File: src/rtl/neuron_mac_if.sv
// Handshake bundle between the neuron sequencer/output writer (master) and neuron_mac (slave).
// dbg_state mirrors the MAC state register so checkers can bind to it.
interface neuron_mac_if #(
    parameter int DATA_WIDTH = 8
) ();
    logic                         start;
    logic signed [DATA_WIDTH-1:0] weight_in;
    logic signed [DATA_WIDTH-1:0] data_in;
    logic                         in_valid;
    logic                         in_ready;
    logic        [DATA_WIDTH-1:0] neuron_out;
    logic                         out_valid;
    logic                         out_ready;
    logic                         busy;
    logic                         overflow;
    logic        [2:0]            dbg_state;

    // Both channels use strict valid/ready: a transfer happens on a rising edge where
    // valid && ready; valid must hold with stable data until accepted, ready may not depend on valid.
    modport master (
        output start, weight_in, data_in, in_valid, out_ready,
        input  in_ready, neuron_out, out_valid, busy, overflow, dbg_state
    );

    modport slave (
        input  start, weight_in, data_in, in_valid, out_ready,
        output in_ready, neuron_out, out_valid, busy, overflow, dbg_state
    );
endinterface

File: src/rtl/neuron_mac.sv
// Signed multiply-accumulate neuron: INPUT_NUM products, rescale, saturate, activate, hold.
// Build option: define MLP_RELU_EN for a ReLU activation; otherwise the activation is identity.
module neuron_mac #(
    parameter int DATA_WIDTH = 8,
    parameter int ACC_WIDTH  = 20,
    parameter int FRAC_BITS  = 4,
    parameter int INPUT_NUM  = 4
) (
    input logic         clk,
    input logic         reset,
    neuron_mac_if.slave bus
);
    localparam int PROD_W = 2 * DATA_WIDTH;
    localparam int CNT_W  = $clog2(INPUT_NUM + 1);

    localparam logic signed [ACC_WIDTH-1:0] ACC_MAX = {1'b0, {(ACC_WIDTH-1){1'b1}}};
    localparam logic signed [ACC_WIDTH-1:0] ACC_MIN = {1'b1, {(ACC_WIDTH-1){1'b0}}};
    localparam logic signed [ACC_WIDTH-1:0] OUT_MAX = ACC_WIDTH'((1 << (DATA_WIDTH - 1)) - 1);
    localparam logic signed [ACC_WIDTH-1:0] OUT_MIN = ~OUT_MAX;

    typedef enum logic [2:0] {
        S_IDLE     = 3'd0,
        S_ACCUM    = 3'd1,
        S_DRAIN    = 3'd2,
        S_ACTIVATE = 3'd3,
        S_HOLD     = 3'd4
    } state_t;

    state_t                       state_q, state_d;
    logic        [CNT_W-1:0]      count_q, count_d;
    logic signed [PROD_W-1:0]     prod_q, prod_d;
    logic                         prod_valid_q, prod_valid_d;
    logic signed [ACC_WIDTH-1:0]  acc_q, acc_d;
    logic        [DATA_WIDTH-1:0] out_q, out_d;
    logic                         overflow_q, overflow_d;

    logic signed [ACC_WIDTH:0]    sum_ext;
    logic                         sum_ovf;
    logic signed [ACC_WIDTH-1:0]  shifted;
    logic signed [DATA_WIDTH-1:0] y_sat;
    logic                         y_clamped;
    logic        [DATA_WIDTH-1:0] act_y;

    // One guard bit is enough to detect a wrap of acc + sext(prod).
    assign sum_ext = (ACC_WIDTH+1)'(acc_q) + (ACC_WIDTH+1)'(prod_q);
    assign sum_ovf = sum_ext[ACC_WIDTH] != sum_ext[ACC_WIDTH-1];
    assign shifted = acc_q >>> FRAC_BITS;

    always_comb begin
        y_sat     = shifted[DATA_WIDTH-1:0];
        y_clamped = 1'b0;
        if (shifted > OUT_MAX) begin
            y_sat     = OUT_MAX[DATA_WIDTH-1:0];
            y_clamped = 1'b1;
        end else if (shifted < OUT_MIN) begin
            y_sat     = OUT_MIN[DATA_WIDTH-1:0];
            y_clamped = 1'b1;
        end
`ifdef MLP_RELU_EN
        act_y = y_sat[DATA_WIDTH-1] ? '0 : y_sat;
`else
        act_y = y_sat;
`endif
    end

    always_comb begin
        state_d      = state_q;
        count_d      = count_q;
        prod_d       = prod_q;
        prod_valid_d = 1'b0;
        acc_d        = acc_q;
        out_d        = out_q;
        overflow_d   = overflow_q;

        // Accumulate stage runs independently of the state, one cycle behind the multiplier.
        if (prod_valid_q) begin
            if (sum_ovf) begin
                acc_d      = sum_ext[ACC_WIDTH] ? ACC_MIN : ACC_MAX;
                overflow_d = 1'b1;
            end else begin
                acc_d = sum_ext[ACC_WIDTH-1:0];
            end
        end

        case (state_q)
            S_IDLE: begin
                if (bus.start) begin
                    acc_d        = '0;
                    count_d      = '0;
                    prod_valid_d = 1'b0;
                    overflow_d   = 1'b0;
                    state_d      = S_ACCUM;
                end
            end
            S_ACCUM: begin
                if (bus.in_valid) begin
                    prod_d       = PROD_W'($signed(bus.weight_in)) * PROD_W'($signed(bus.data_in));
                    prod_valid_d = 1'b1;
                    count_d      = count_q + 1'b1;
                    if (count_q == CNT_W'(INPUT_NUM - 1)) begin
                        state_d = S_DRAIN;
                    end
                end
            end
            S_DRAIN: begin
                state_d = S_ACTIVATE;
            end
            S_ACTIVATE: begin
                out_d   = act_y;
                state_d = S_HOLD;
                if (y_clamped) begin
                    overflow_d = 1'b1;
                end
            end
            S_HOLD: begin
                if (bus.out_ready) begin
                    state_d = S_IDLE;
                end
            end
            default: begin
                state_d = S_IDLE;
            end
        endcase
    end

    always_ff @(posedge clk or posedge reset) begin
        if (reset) begin
            state_q      <= S_IDLE;
            count_q      <= '0;
            prod_q       <= '0;
            prod_valid_q <= 1'b0;
            acc_q        <= '0;
            out_q        <= '0;
            overflow_q   <= 1'b0;
        end else begin
            state_q      <= state_d;
            count_q      <= count_d;
            prod_q       <= prod_d;
            prod_valid_q <= prod_valid_d;
            acc_q        <= acc_d;
            out_q        <= out_d;
            overflow_q   <= overflow_d;
        end
    end

    assign bus.in_ready   = (state_q == S_ACCUM);
    assign bus.out_valid  = (state_q == S_HOLD);
    assign bus.busy       = (state_q != S_IDLE);
    assign bus.neuron_out = out_q;
    assign bus.overflow   = overflow_q;
    assign bus.dbg_state  = state_q;
endmodule

File: src/flat_wrapper.sv
// flat-port wrapper written by rule: the top's interface ports become plain ports
module neuron_mac_flat 
#(
    parameter int DATA_WIDTH = 8,
    parameter int ACC_WIDTH  = 20,
    parameter int FRAC_BITS  = 4,
    parameter int INPUT_NUM  = 4
)
  (clk, reset, bus_start, bus_weight_in, bus_data_in, bus_in_valid, bus_out_ready, bus_in_ready, bus_neuron_out, bus_out_valid, bus_busy, bus_overflow, bus_dbg_state);
  neuron_mac_if #(.DATA_WIDTH(DATA_WIDTH)) bus_i ();
  input logic clk;
  input logic reset;
  input wire logic [$bits(bus_i.start)-1:0] bus_start;
  input wire logic [$bits(bus_i.weight_in)-1:0] bus_weight_in;
  input wire logic [$bits(bus_i.data_in)-1:0] bus_data_in;
  input wire logic [$bits(bus_i.in_valid)-1:0] bus_in_valid;
  input wire logic [$bits(bus_i.out_ready)-1:0] bus_out_ready;
  output wire logic [$bits(bus_i.in_ready)-1:0] bus_in_ready;
  output wire logic [$bits(bus_i.neuron_out)-1:0] bus_neuron_out;
  output wire logic [$bits(bus_i.out_valid)-1:0] bus_out_valid;
  output wire logic [$bits(bus_i.busy)-1:0] bus_busy;
  output wire logic [$bits(bus_i.overflow)-1:0] bus_overflow;
  output wire logic [$bits(bus_i.dbg_state)-1:0] bus_dbg_state;
  assign bus_i.start = bus_start;
  assign bus_i.weight_in = bus_weight_in;
  assign bus_i.data_in = bus_data_in;
  assign bus_i.in_valid = bus_in_valid;
  assign bus_i.out_ready = bus_out_ready;
  assign bus_in_ready = bus_i.in_ready;
  assign bus_neuron_out = bus_i.neuron_out;
  assign bus_out_valid = bus_i.out_valid;
  assign bus_busy = bus_i.busy;
  assign bus_overflow = bus_i.overflow;
  assign bus_dbg_state = bus_i.dbg_state;
  neuron_mac #(.DATA_WIDTH(DATA_WIDTH), .ACC_WIDTH(ACC_WIDTH), .FRAC_BITS(FRAC_BITS), .INPUT_NUM(INPUT_NUM)) u_core (.clk(clk), .reset(reset), .bus(bus_i));
endmodule
File: config.mk
export PLATFORM = sky130hd
export DESIGN_NAME = neuron_mac_flat
export DESIGN_NICKNAME = d
export VERILOG_FILES = /design/src/rtl/neuron_mac_if.sv /design/src/rtl/neuron_mac.sv /design/src/flat_wrapper.sv
export SDC_FILE = /design/constraint.sdc
export NUM_CORES = 1
export LEC_CHECK = 0
export BUFFER_PORTS_ARGS = -buffer_cell sky130_fd_sc_hd__buf_2
export CORE_ASPECT_RATIO = 0.75
export CORE_MARGIN = 2
export CORE_UTILIZATION = 36
export CTS_CLUSTER_SIZE = 12
export DETAILED_ROUTE_END_ITERATION = 16
export RECOVER_POWER = 100
export SLEW_MARGIN = 20
export SYNTH_ARGS = -nofsm -noshare
export SYNTH_HDL_FRONTEND = slang
export SYNTH_SLANG_ARGS = --single-unit
File: constraint.sdc
create_clock -name clk -period 5.8 [get_ports clk]
set_input_delay 0 -clock clk [delete_from_list [all_inputs] [get_ports clk]]
set_output_delay 0 -clock clk [all_outputs]
set_load 0.01 [all_outputs]
* Word-level counts from Yosys, hierarchy flattened
Cells that the tools add are included.
** Storage, ports and cells
- Bits in registers :: 52
- Input bits :: 21
- Output and inout port bits :: 15
** Operators by class
- $add $sub $neg :: 2
- $mul :: 1
- $lt $le $gt $ge :: 2
- Equality and inequality tests :: 10
- Muxes and demuxes :: 24
- Reduce and logical (&&, ||, !) cells :: 6
** Operators with widths (count)
- 20-bit 2-to-1 mux :: 5
- 20-bit by 16-bit adder with 21-bit output :: 1
- 3-bit 2-to-1 mux :: 6
- 16-bit by 8-bit greater-than comparator with 1-bit output, second input constant :: 1
- 16-bit by 8-bit less-than comparator with 1-bit output, second input constant :: 1
- 8-bit by 8-bit multiplier with 16-bit output :: 1
- 8-bit 2-to-1 mux :: 2
- 3-bit case mux with 5 select lines :: 1
- 3-bit by 2-bit == test with 1-bit output, second input constant :: 3
- 1-bit 2-to-1 mux :: 8
- 2-bit inequality test, second input constant :: 3
- 3-bit case mux with 2 select lines :: 1
- 4-bit AND reduction :: 1
- 3-bit by 1-bit adder with 3-bit output, second input constant :: 1
- 3-bit by 1-bit == test with 1-bit output, second input constant :: 1
- 3-bit == test, second input constant :: 1
- 3-bit logical NOT :: 1
- 3-bit AND reduction :: 1
- 3-bit nonzero test :: 1
- 2-bit by 1-bit inequality test with 1-bit output, second input constant :: 1
- 1-bit case mux with 2 select lines :: 1
- 2-bit AND reduction :: 1
- 2-bit nonzero test :: 1
- 1-bit inequality test :: 1

* Logic depth before layout (Yosys ltp)
Gate-level depths: netlist of the first run.
- Depth in word-level cells :: 6
- Mapped depth :: 19

* Worst setup path after synthesis of the first run
OpenSTA, ideal clock, no wires.
- Path type :: in2reg
- Start point :: input port bus_data_in[4]
- End point :: register u_core.prod_q[14]
- Setup time :: 0.120 ns
- Arrival time :: 4.007 ns
- Required time :: 5.680 ns
- Slack :: 1.673 ns
- Stages on the path :: 18
- Path buffers :: 0
- Cells stage by stage :: and2_1 fa_1 inv_1 fa_1 inv_1 fa_1 inv_1 fa_1 inv_1 ha_1 o21ai_0 a21oi_1 o21ai_0 a21boi_0 o21ai_0 a211oi_1 or3_1 a31o_2
** On the way
- Word-level cells in the longest chain between the ends :: 1
** Ends and longest elaborated chain
- start: declaration :: RTL line flat_wrapper.sv:15 : input wire logic [$bits(bus_i.data_in)-1:0] bus_data_in;
- 8-bit by 8-bit multiplier with 16-bit output :: RTL line neuron_mac.sv:97 : prod_d = PROD_W'($signed(bus.weight_in)) * PROD_W'($signed(bus.data_in));
- end signal: assignment :: RTL line neuron_mac.sv:138 : prod_q <= prod_d;
- end: declaration :: RTL line neuron_mac.sv:31 : logic signed [PROD_W-1:0] prod_q, prod_d;
Every way passes these cells.
A chain may end at the register's enable or synchronous reset.

* Worst setup path in the final report of the first run
- Start point :: input port bus_weight_in[4]
- End point :: register u_core.prod_q[14]
** On the way
- Word-level cells in the longest chain between the ends :: 1
** Ends and longest elaborated chain
- start: declaration :: RTL line flat_wrapper.sv:14 : input wire logic [$bits(bus_i.weight_in)-1:0] bus_weight_in;
- 8-bit by 8-bit multiplier with 16-bit output :: RTL line neuron_mac.sv:97
Every way passes these cells.

==> results of run 1 <==
==> through the flow <==
| stage | setup WS, ns | util | total power, mW | cell area [µm²] |
|---|---|---|---|---|
| global route | 1.07 | 0.399 | 4.26 | 6370 |
| detailed placement | 1.22 | 0.391 | 3.62 | 6250 |
| finish | 1.42 | 0.399 | 3.84 | 6370 |
| floorplan | 1.67 | - | 3.06 | 5860 |
| CTS | 1.50 | 0.401 | 3.93 | 6400 |
| global placement | 1.29 | 0.391 | 3.52 | 6250 |
==> cell usage in the layout, fill, tap and decap left out, drive strengths merged, types with 4 or more instances in the layout <==
cell type / instances
nor2: 22
nand3: 12
nand2: 63
o21bai: 4
and2: 46
a21o: 5
nand3b: 4
xnor2: 19
nand2b: 9
clkbuf: 23
ha: 51
a21oi: 35
buf: 20
fa: 56
xor2: 12
nand4: 5
or3: 5
maj3: 16
dfrtp: 52
o21ai: 56
inv: 96
nor2b: 11
==> per-layer routing <==
| layer | up-vias | routed length (µm) |
|---|---|---|
| met5 | - | 0 |
| met4 | 0 | 51 |
| met3 | 4 | 308 |
| met2 | 51 | 6050 |
| met1 | 2278 | 5990 |
| li1 | 2202 | - |
==> state kept, by name, indices dropped and copies added, names as in the netlist <==
| signal | count |
|---|---|
| u_core.count_q | 3 |
| u_core.prod_q | 16 |
| u_core.bus.neuron_out | 8 |
| u_core.acc_q | 20 |
| u_core.bus.overflow | 1 |
| u_core.bus.dbg_state | 3 |
| u_core.prod_valid_q | 1 |
==> power breakdown <==
| part | leakage (nW) | internal (mW) | switching [mW] |
|---|---|---|---|
| registers | 0.642 | 0.544 | 0.146 |
| logic | 2.29 | 1.25 | 1.62 |
| clock network | 0.0657 | 0.157 | 0.130 |
==> kinds of logic (layout without fill, tap and decap cells) <==
group / Yosys count / after routing
buffers and inverters: 114 / 145
adder cells (fa/ha/maj): 123 / 123
AO/OA/AOI/OAI: 135 / 135
AND/OR/NAND/NOR: 187 / 187
XOR/XNOR: 31 / 31
multiplexers: 5 / 5
flip-flops: 52 / 52
==> path summary, 6_finish.rpt <==
path,start,endpoint,slack (ns),cells past startpoint
max,bus_weight_in[4],u_core.prod_q[14]$_DFFE_PP0P_,1.42,19
min,bus_in_valid,u_core.bus.dbg_state[1]$_DFFE_PP0P_,0.03,3
max reg2reg,u_core.acc_q[0]$_DFF_PP0_,u_core.acc_q[17]$_DFF_PP0_,2.43,12
min reg2reg,u_core.bus.neuron_out[5]$_DFFE_PP0P_,u_core.bus.neuron_out[5]$_DFFE_PP0P_,0.48,2
max in group asynchronous,reset,u_core.bus.neuron_out[6]$_DFFE_PP0P_,3.88,3
min in group asynchronous,reset,u_core.count_q[2]$_DFFE_PP0P_,0.88,3
==> tightest hold or removal path: stages <==
cell and delay [ns]:
buf_2 0.11, nand3_1 0.09, a21oi_1 0.07
==> layout make-up <==
class | count | area share
multi-input combinational | 481 | 0.645
sequential | 52 | 0.204
inverter | 98 | 0.0579
tap | 210 | 0.0412
timing repair buffer | 40 | 0.0302
clock buffer | 5 | 0.0196
clock inverter | 2 | 0.00196
==> results.yml, run 1 <==
clock_network:
  postCtsHoldBufs: 1
  cts_tree: "done"
  clock-sinks: 52
  htreeDepth: 2
  clkSlewWorstSetupHoldPaths_ns: 0.07
  clk_root_buffer_cell: "clkbuf_16"
  clk_latency_ns: 0.29
  post_cts.repair.setup_buffers: 0
  numCtsBuffers: 5
  cts_resized: 0
  clk_path_buf_depth: 2
global_route:
  grt_pass1_vias: 4518
  grt_usage: 0.150
  use_met2: 0.253
  grt-ovfl-total: 0
  grt_use_met3: 0.0167
  grt_start_max_net_pins: 53
  grt_pass1_wl_mm: 21.1
  antenna_found_initial: 0
  use_met1: 0.211
  busiest_layer: "met2"
layout:
  multi_input_area_um2: 4110
  seq_area_um2: 1300
  drive_gt1_frac: 0.0737
  fillers: 1570
  areaGrowthSynthToFinish_pct: 8.71
  diodes: 0
  stdcell_count: 888
  nNetsFinal: 806
placed_design:
  place_inst: 879
  hpwl_mm: 9.91
  gp_congestion: 0.849
  port_buffers: 35
worst_setup_path:
  critical_path.max_stage_delay_ns: 0.53
  arrival_ns: 4.56
  crit_fanout: 8
  critPathTopFamily: "adder cells"
  cp_num_buf_inv: 5
  end_kind: "register"
  required_ns: 5.98
  crit_type: "primary input to register"
  path_cells: "clkbuf_1, and2_0, fa_1, inv_1, fa_1, inv_1, fa_1, inv_1, fa_1, inv_1, ha_1, o21ai_0, a21oi_1, o21ai_0, a21boi_0, o21ai_0, a211oi_1, or3_1, a31o_2"
  critPathSlowestCell: "fa_1"
  critPathLaunchType: "primary input"
detailed_routing:
  vias: 4535
  drt_iter0_markers: 179
  drtPass1Iterations: 4
  drc: 0
  totalWireLength_mm: 12.4
  avgRoutedWirePerCell_um: 14.0
  vias_per_cell: 5.11
  drt.antenna.violating_nets: 0
die:
  io_pins: 36
  rows: 40
  die_y_um: 115
  die-width_um: 151
  core_um2: 16000
  dieArea_um2: 17300
  start_util: 0.367
synth:
  yosysWarnings: 0
  synthSimpleGateAreaFrac: 0.162
  syn_area_um2: 5860
  synth_most_common_cell: "inv_1"
  synth_adder_area_share: 0.329
  async_flop_share: 1.00
  synth_top_family_by_area: "adder cells"
  synth.avg_cell_area_um2: 9.06
  synth-edff-count: 0
  netlist_top_cells_area: "dfrtp_1 (22%), fa_1 (19%), ha_1 (11%)"
  synth_nets: 775
  synth_compound_area_frac: 0.153
  ys_types: 63
  yosysTopAreaCellShare: 0.222
  muxShareOfSynthArea: 0.00918
  ys_seq_area_frac: 0.222
  synth-xor-area-share: 0.0495
  synth_ff_type: "dfrtp_1"
  ys_top_cells_by_count: "inv_1 (97), nand2_1 (63), fa_1 (56), o21ai_0 (53), dfrtp_1 (52)"
  synth_top_cell_by_area: "dfrtp_1"
  synth_cells: 647
  ys_seq_elements: 52
timing:
  rsz0062_at_grt: "false"
  setup_tns_ns: 0
  whs_ns: 0.0263
  hold_viol_final: 0
  worst-slew-pin-transition_ns: 2.34
  setup_viol: 0
  period_share: 0.756
  fmax_mhz: 228
  finClkSkew_ns: 0.00428
  slew_viol_final: 53
  maxSlewHeadroom: -0.570
  fin_crit_ns: 4.38
hold_path:
  hold_class: "primary input to register"
status:
  violations: "max-capacitance violations, max-slew violations"
  status: "complete, but fails checks"
power:
  power_density_nw_per_um2: 603
  ir_worst_vdd_v: 0.000211
  p_leak_nw: 2.99
job:
  max_cap_viol_count: 1
Note: power is estimated with default switching activity, not from simulation.
==> inputs of run 2 (changes only) <==
ABC_AREA = 1   (was unset)
clock period = 4.11 ns   (was 5.8 ns; I/O delays follow)
==> run 2 against run 1 <==
  * The flow still finishes with violations (max-capacitance violations, max-slew violations)
  * Register-to-register slack lost 1.9 ns
  * Routed wire length grew 12%
  * Area after synthesis grew 4.5%
  * Design area grew 4.5%
  * Combinational power grew 32%
  * Cell count grew 23%
  * Sequential cell count is the same
  * Sequential share of layout area shrank 0.87 points
  * Largest cell class unchanged
==> results.yml, run 2 <==
status:
  status: "complete, but fails checks"
  violations: "max-capacitance violations, max-slew violations"
worst_setup_path:
  critPathLaunchType: "primary input"
  arrival_ns: 3.93
  required_ns: 4.26
  r2r_cells: 11
  crit_type: "primary input to register"
  crit_fanout: 4
  end_kind: "register"
  crit_start: "bus_weight_in[0]"
  rr_startpoint: "u_core.prod_q[0]$_DFFE_PP0P_"
layout:
  diodes: 0
  largest-register: "u_core.acc_q"
  multi_input_area_um2: 4010
  final_common_cell: "nand2_1"
  largest_reg_flops: 20
  areaGrowthSynthToFinish_pct: 8.63
  drive_gt1_frac: 0.0614
  nNetsFinal: 1007
  mostFrequentLayoutCells: "nand2_1 (239), inv_1 (183), fa_1 (56), nor2_1 (55), dfrtp_1 (52)"
  fillers: 1752
  seq_area_um2: 1300
clock_network:
  clkSlewWorstSetupHoldPaths_ns: 0.07
  clk_root_buffer_cell: "clkbuf_16"
  htreeDepth: 2
  numCtsBuffers: 5
  clk_path_buf_depth: 2
  clock-sinks: 52
  cts_tree: "done"
  clk_latency_ns: 0.29
hold_path:
  hp-start: "bus_in_valid"
  hold_path_depth: 4
  hold_class: "primary input to register"
timing:
  setup_tns_ns: 0
  fin_crit_ns: 3.78
  maxSlewHeadroom: -0.841
  period_share: 0.920
  worst-slew-pin-transition_ns: 2.76
  fmax_mhz: 265
  slew_viol_final: 71
  finClkSkew_ns: 0.00489
  setup_viol: 0
  hold_viol_final: 0
  rsz0062_at_grt: "false"
global_route:
  grt_pass1_wl_mm: 24.5
  grt_start_max_net_pins: 53
  grt_usage: 0.166
  antenna_found_initial: 0
  grt-ovfl-total: 0
  grt_pass1_vias: 5024
detailed_routing:
  drt_iter0_markers: 363
  drtPass1Iterations: 5
  vias_per_cell: 4.71
  avgRoutedWirePerCell_um: 12.7
  vias: 5153
  drc: 0
  totalWireLength_mm: 13.9
  drt.antenna.violating_nets: 0
power:
  ir_worst_vdd_v: 0.000288
  total_power_mw: 5.22
  p_sw_frac: 0.548
  p_sw_mw: 2.86
  pwr-share-seq: 0.191
  power_density_nw_per_um2: 784
  comb_power_share: 0.726
  p_clk_frac: 0.084
  p_leak_nw: 3.80
  internal_power_mw: 2.36
die:
  rows: 41
  start_util: 0.367
  die_y_um: 117
  dieArea_um2: 18100
  io_pins: 36
  die-width_um: 155
  core_um2: 16700
placed_design:
  port_buffers: 35
  gp_congestion: 0.936
  hpwl_mm: 11.6
synth:
  ys_types: 34
  synth_cells: 849
  yosysWarnings: 0
  ys_top_cells_by_count: "nand2_1 (238), inv_1 (183), fa_1 (56), nor2_1 (55), dfrtp_1 (52)"
  synth.avg_cell_area_um2: 7.22
  syn_area_um2: 6130
  ys_seq_elements: 52
  synth_ff_type: "dfrtp_1"
  netlist_top_cells_area: "dfrtp_1 (21%), fa_1 (18%), nand2_1 (15%)"
  yosysTopAreaCellShare: 0.212
  synth_nets: 977
  ys_seq_area_frac: 0.212
  synth_top_cell_by_area: "dfrtp_1"
  async_flop_share: 1.00
  synth_most_common_cell: "nand2_1"
  synth-edff-count: 0
job:
  max_cap_viol_count: 2
-- run 2: cell count changes after synthesis, sizes merged, moves of 10 or more --
| cell | change |
|---|---|
| and2 | -44 |
| clkbuf | +10 |
| inv | +87 |
| maj3 | -16 |
| nand2 | +179 |
| nand3 | +13 |
| nand4 | +10 |
| nor2 | +36 |
| nor2b | -11 |
| xnor2 | -10 |
-- run 2: final timing paths --
check | endpoint | slack [ns]
setup / recovery | u_core.prod_q[9]$_DFFE_PP0P_ | 0.33
setup reg to reg | u_core.acc_q[0]$_DFF_PP0_ | 0.54
hold / removal | u_core.bus.dbg_state[0]$_DFFE_PP0P_ | 0.05
min in group asynchronous | u_core.bus.neuron_out[0]$_DFFE_PP0P_ | 1.30
max in group asynchronous | u_core.prod_q[1]$_DFFE_PP0P_ | 1.27
hold reg to reg | u_core.bus.neuron_out[5]$_DFFE_PP0P_ | 0.48
-- run 2: area by class of cell --
cell class | instances | share of cell area
multi-input cells | 589 | 0.602
clock buffers | 5 | 0.0188
flip-flops and latches | 52 | 0.195
repair buffers | 47 | 0.0353
clock inverters | 3 | 0.00413
inverters | 184 | 0.104
well taps | 215 | 0.0404
-- run 2: kinds of logic (layout without fill, tap and decap cells) --
| family | count (synthesis) | in the layout | share of synthesized area |
|---|---|---|---|
| AO/OA/AOI/OAI | 107 | 107 | 0.101 |
| XOR/XNOR | 26 | 26 | 0.0372 |
| adder cells (fa/ha/maj) | 107 | 107 | 0.287 |
| buffers and inverters | 208 | 239 | 0.131 |
| flip-flops | 52 | 52 | 0.212 |
| AND/OR/NAND/NOR | 349 | 349 | 0.231 |
-- run 2: layer usage --
layer	wire (µm)	global-route usage	up-vias
li1	-	-	2646
met1	7670	0.265	2377
met3	714	0.0199	10
met4	125	0.0259	0
met5	0	0	-
met2	5400	0.244	120
-- run 2: power groups by stage --
| stage | clock [mW] | sequential [mW] | combinational, mW |
|---|---|---|---|
| 4_1_cts | 0.448 | 0.987 | 3.84 |
| 2_1_floorplan | 0 | 0.930 | 3.00 |
| 3_5_place_dp | 0 | 0.994 | 3.82 |
| 5_1_grt | 0.465 | 1.02 | 4.39 |
| 6_report | 0.437 | 0.995 | 3.79 |
| 3_3_place_gp | 0 | 0.991 | 3.79 |
-- run 2: timing repair --
item | CTS | global route
hold endpoints to repair | 53 | 0
buffers inserted | 0 | 0
resized for setup | 0 | 0
hold buffers | 2 | 0
-- run 2: worst max-delay path, cell delays in order --
cell and delay, ns:
buf_2 0.12, or2_2 0.31, fa_1 0.50, fa_1 0.54
inv_1 0.05, fa_1 0.53, inv_1 0.05, fa_1 0.53
inv_1 0.04, ha_1 0.28, clkbuf_1 0.18, nand2_1 0.13
o21ai_0 0.34, a21oi_1 0.09, xor2_1 0.15, o21ai_0 0.09
-- run 2: metrics by stage --
| stage | setup slack (ns) | util | instance area (µm²) | hold slack (ns) | instances |
|---|---|---|---|---|---|
| 3_3_place_gp | 0.0806 | 0.391 | 6540 | 0.221 | 1085 |
| 6_report | 0.329 | 0.398 | 6660 | 0.0490 | 1095 |
| 2_1_floorplan | 0.127 | - | 6130 | 0.166 | 849 |
| 4_1_cts | 0.351 | 0.401 | 6710 | 0.0437 | 1095 |
| 3_5_place_dp | 0.0488 | 0.391 | 6540 | 0.223 | 1085 |
| 5_1_grt | 0.0197 | 0.398 | 6660 | 0.0528 | 1095 |
==> inputs of run 3 (changes only) <==
CORE_UTILIZATION = 60   (was 36)
PLACE_DENSITY = 0.79   (was unset)
==> run 3 against run 2 <==
  * The flow still finishes with violations (max-capacitance violations, max-slew violations)
  * Routed wire length rose by 4.4%
  * Utilization rose by 27 points
  * Power rose by 0.14%
  * Sequential cell count did not move
  * Cell count fell by 7.9%
  * Non-clock buffer count fell by 4
  * Worst hold slack got worse by 0.023 ns
==> results.yml, run 3 (synthesis gave the netlist of run 2 again) <==
clock_network:
  clkSlewWorstSetupHoldPaths_ns: 0.08
  numCtsBuffers: 5
  clk_path_buf_depth: 2
  clock-sinks: 52
  clk_root_buffer_cell: "clkbuf_16"
  cts_tree: "done"
  htreeDepth: 2
  clk_latency_ns: 0.30
global_route:
  grt_start_max_net_pins: 53
  use_met2: 0.420
  antenna_found_initial: 0
  use_met1: 0.454
  grt_use_met3: 0.0572
  busiest_layer: "met1"
  grt_pass1_wl_mm: 25.4
  grt_usage: 0.288
  grt_pass1_vias: 5237
  grt-ovfl-total: 0
power:
  power_density_nw_per_um2: 800
  p_leak_nw: 3.79
  ir_worst_vdd_v: 0.000451
timing:
  setup_tns_ns: 0
  hold_viol_final: 0
  slew_viol_final: 71
  fin_ws_ns: 0.362
  maxSlewHeadroom: -0.540
  period_share: 0.912
  whs_ns: 0.0255
  rsz0062_at_grt: "false"
  setup_viol: 0
  fin_crit_ns: 3.75
  finClkSkew_ns: 0.00907
  worst-slew-pin-transition_ns: 2.30
  fmax_mhz: 267
layout:
  final_cell_area_um2: 6540
  final_util: 0.666
  seq_area_um2: 1300
  nNetsFinal: 1003
  mostFrequentLayoutCells: "nand2_1 (239), inv_1 (181), fa_1 (56), nor2_1 (55), dfrtp_1 (52)"
  final_common_cell: "nand2_1"
  multi_input_area_um2: 4010
  fillers: 876
  drive_gt1_frac: 0.0628
  areaGrowthSynthToFinish_pct: 6.61
  diodes: 0
  largest-register: "u_core.acc_q"
  largest_reg_flops: 20
die:
  start_util: 0.625
  dieArea_um2: 11000
  die_y_um: 91.5
  rows: 31
  die-width_um: 121
  io_pins: 36
  core_um2: 9810
worst_setup_path:
  r2r_cells: 11
  crit_fanout: 8
  crit_type: "primary input to register"
  required_ns: 4.30
  critPathLaunchType: "primary input"
  arrival_ns: 3.94
  end_kind: "register"
placed_design:
  pre_cts_ws_ns: 0.0509
  port_buffers: 35
  gp_congestion: 1.00
  hpwl_mm: 12.0
  placed_area_um2: 6400
detailed_routing:
  drtPass1Iterations: 5
  vias_per_cell: 5.26
  drt.antenna.violating_nets: 0
  vias: 5300
  drt_iter0_markers: 566
  totalWireLength_mm: 14.5
  avgRoutedWirePerCell_um: 14.4
  drc: 0
status:
  violations: "max-capacitance violations, max-slew violations"
  status: "complete, but fails checks"
job:
  max_cap_viol_count: 2
hold_path:
  hold_class: "primary input to register"
  hold_path_depth: 4
## run 3: cell types whose count changed in the layout (fill, tap and decap cells not counted)
cell        delta
clkbuf_1       -3
buf_4          -2
inv_1          -2
inv_6          +2
clkbuf_4       +1
clkinv_4       -1
clkinvlp_2     +1
inv_2          +1
inv_8          -1
## run 3: final cells by class
| cell class | instances | share of cell area |
|---|---|---|
| Inverter | 184 | 0.106 |
| Multi-Input combinational cell | 589 | 0.614 |
| Timing Repair Buffer | 43 | 0.0331 |
| Clock buffer | 5 | 0.0191 |
| Tap cell | 132 | 0.0253 |
| Clock inverter | 3 | 0.00383 |
| Sequential cell | 52 | 0.199 |
## run 3: critical path, cell delays in order
cell and delay, ns:
buf_2 0.16, nand2_1 0.14, inv_1 0.10, fa_1 0.55, inv_2 0.10, fa_1 0.55
inv_1 0.06, fa_1 0.52, inv_1 0.06, fa_1 0.53, inv_1 0.05, ha_1 0.34
nand2_1 0.12, nor2_1 0.16, nand3_1 0.10, nand3_1 0.14, nand3_1 0.09, nand3_1 0.10
nand2_1 0.06
## run 3: path summary, 6_finish.rpt
kind                                                       from                                   end  slack [ns]
max                                              bus_data_in[2]         u_core.prod_q[15]$_DFFE_PP0P_        0.36
min                                                bus_in_valid   u_core.bus.dbg_state[0]$_DFFE_PP0P_        0.03
max reg2reg                        u_core.prod_q[0]$_DFFE_PP0P_             u_core.acc_q[3]$_DFF_PP0_        0.42
min reg2reg                u_core.bus.neuron_out[4]$_DFFE_PP0P_  u_core.bus.neuron_out[4]$_DFFE_PP0P_        0.49
max in group asynchronous                                 reset          u_core.prod_q[9]$_DFFE_PP0P_        2.22
min in group asynchronous                                 reset             u_core.acc_q[7]$_DFF_PP0_        0.85
## run 3: repair_timing
action / in CTS / in global routing
setup buffers: 0 / 0
hold buffers: 1 / 1
hold endpoints to repair: 1 / 52
endpoints found under the setup margin: 0 / 1
resized for setup: 0 / 1
## run 3: per-stage QoR
step                      power (mW)  instances
after floorplan                 3.93        849
after global placement          4.67        998
after detailed placement        4.79        998
after CTS                       5.25       1007
after global routing            5.86       1008
final                           5.23       1008
## run 3: metal layers
| metal | vias to the layer above | share of wire |
|---|---|---|
| li1 | 2643 | - |
| met1 | 2479 | 0.49 |
| met2 | 172 | 0.42 |
| met3 | 6 | 0.085 |
| met4 | 0 | 0.0048 |
| met5 | - | 0 |
## run 3: power by group
group / leakage (nW) / switching, mW / internal [mW]
Combinational: 3.07 / 2.44 / 1.39
Clock: 0.0708 / 0.203 / 0.231
Sequential: 0.650 / 0.205 / 0.761
Total: 3.79 / 2.85 / 2.38
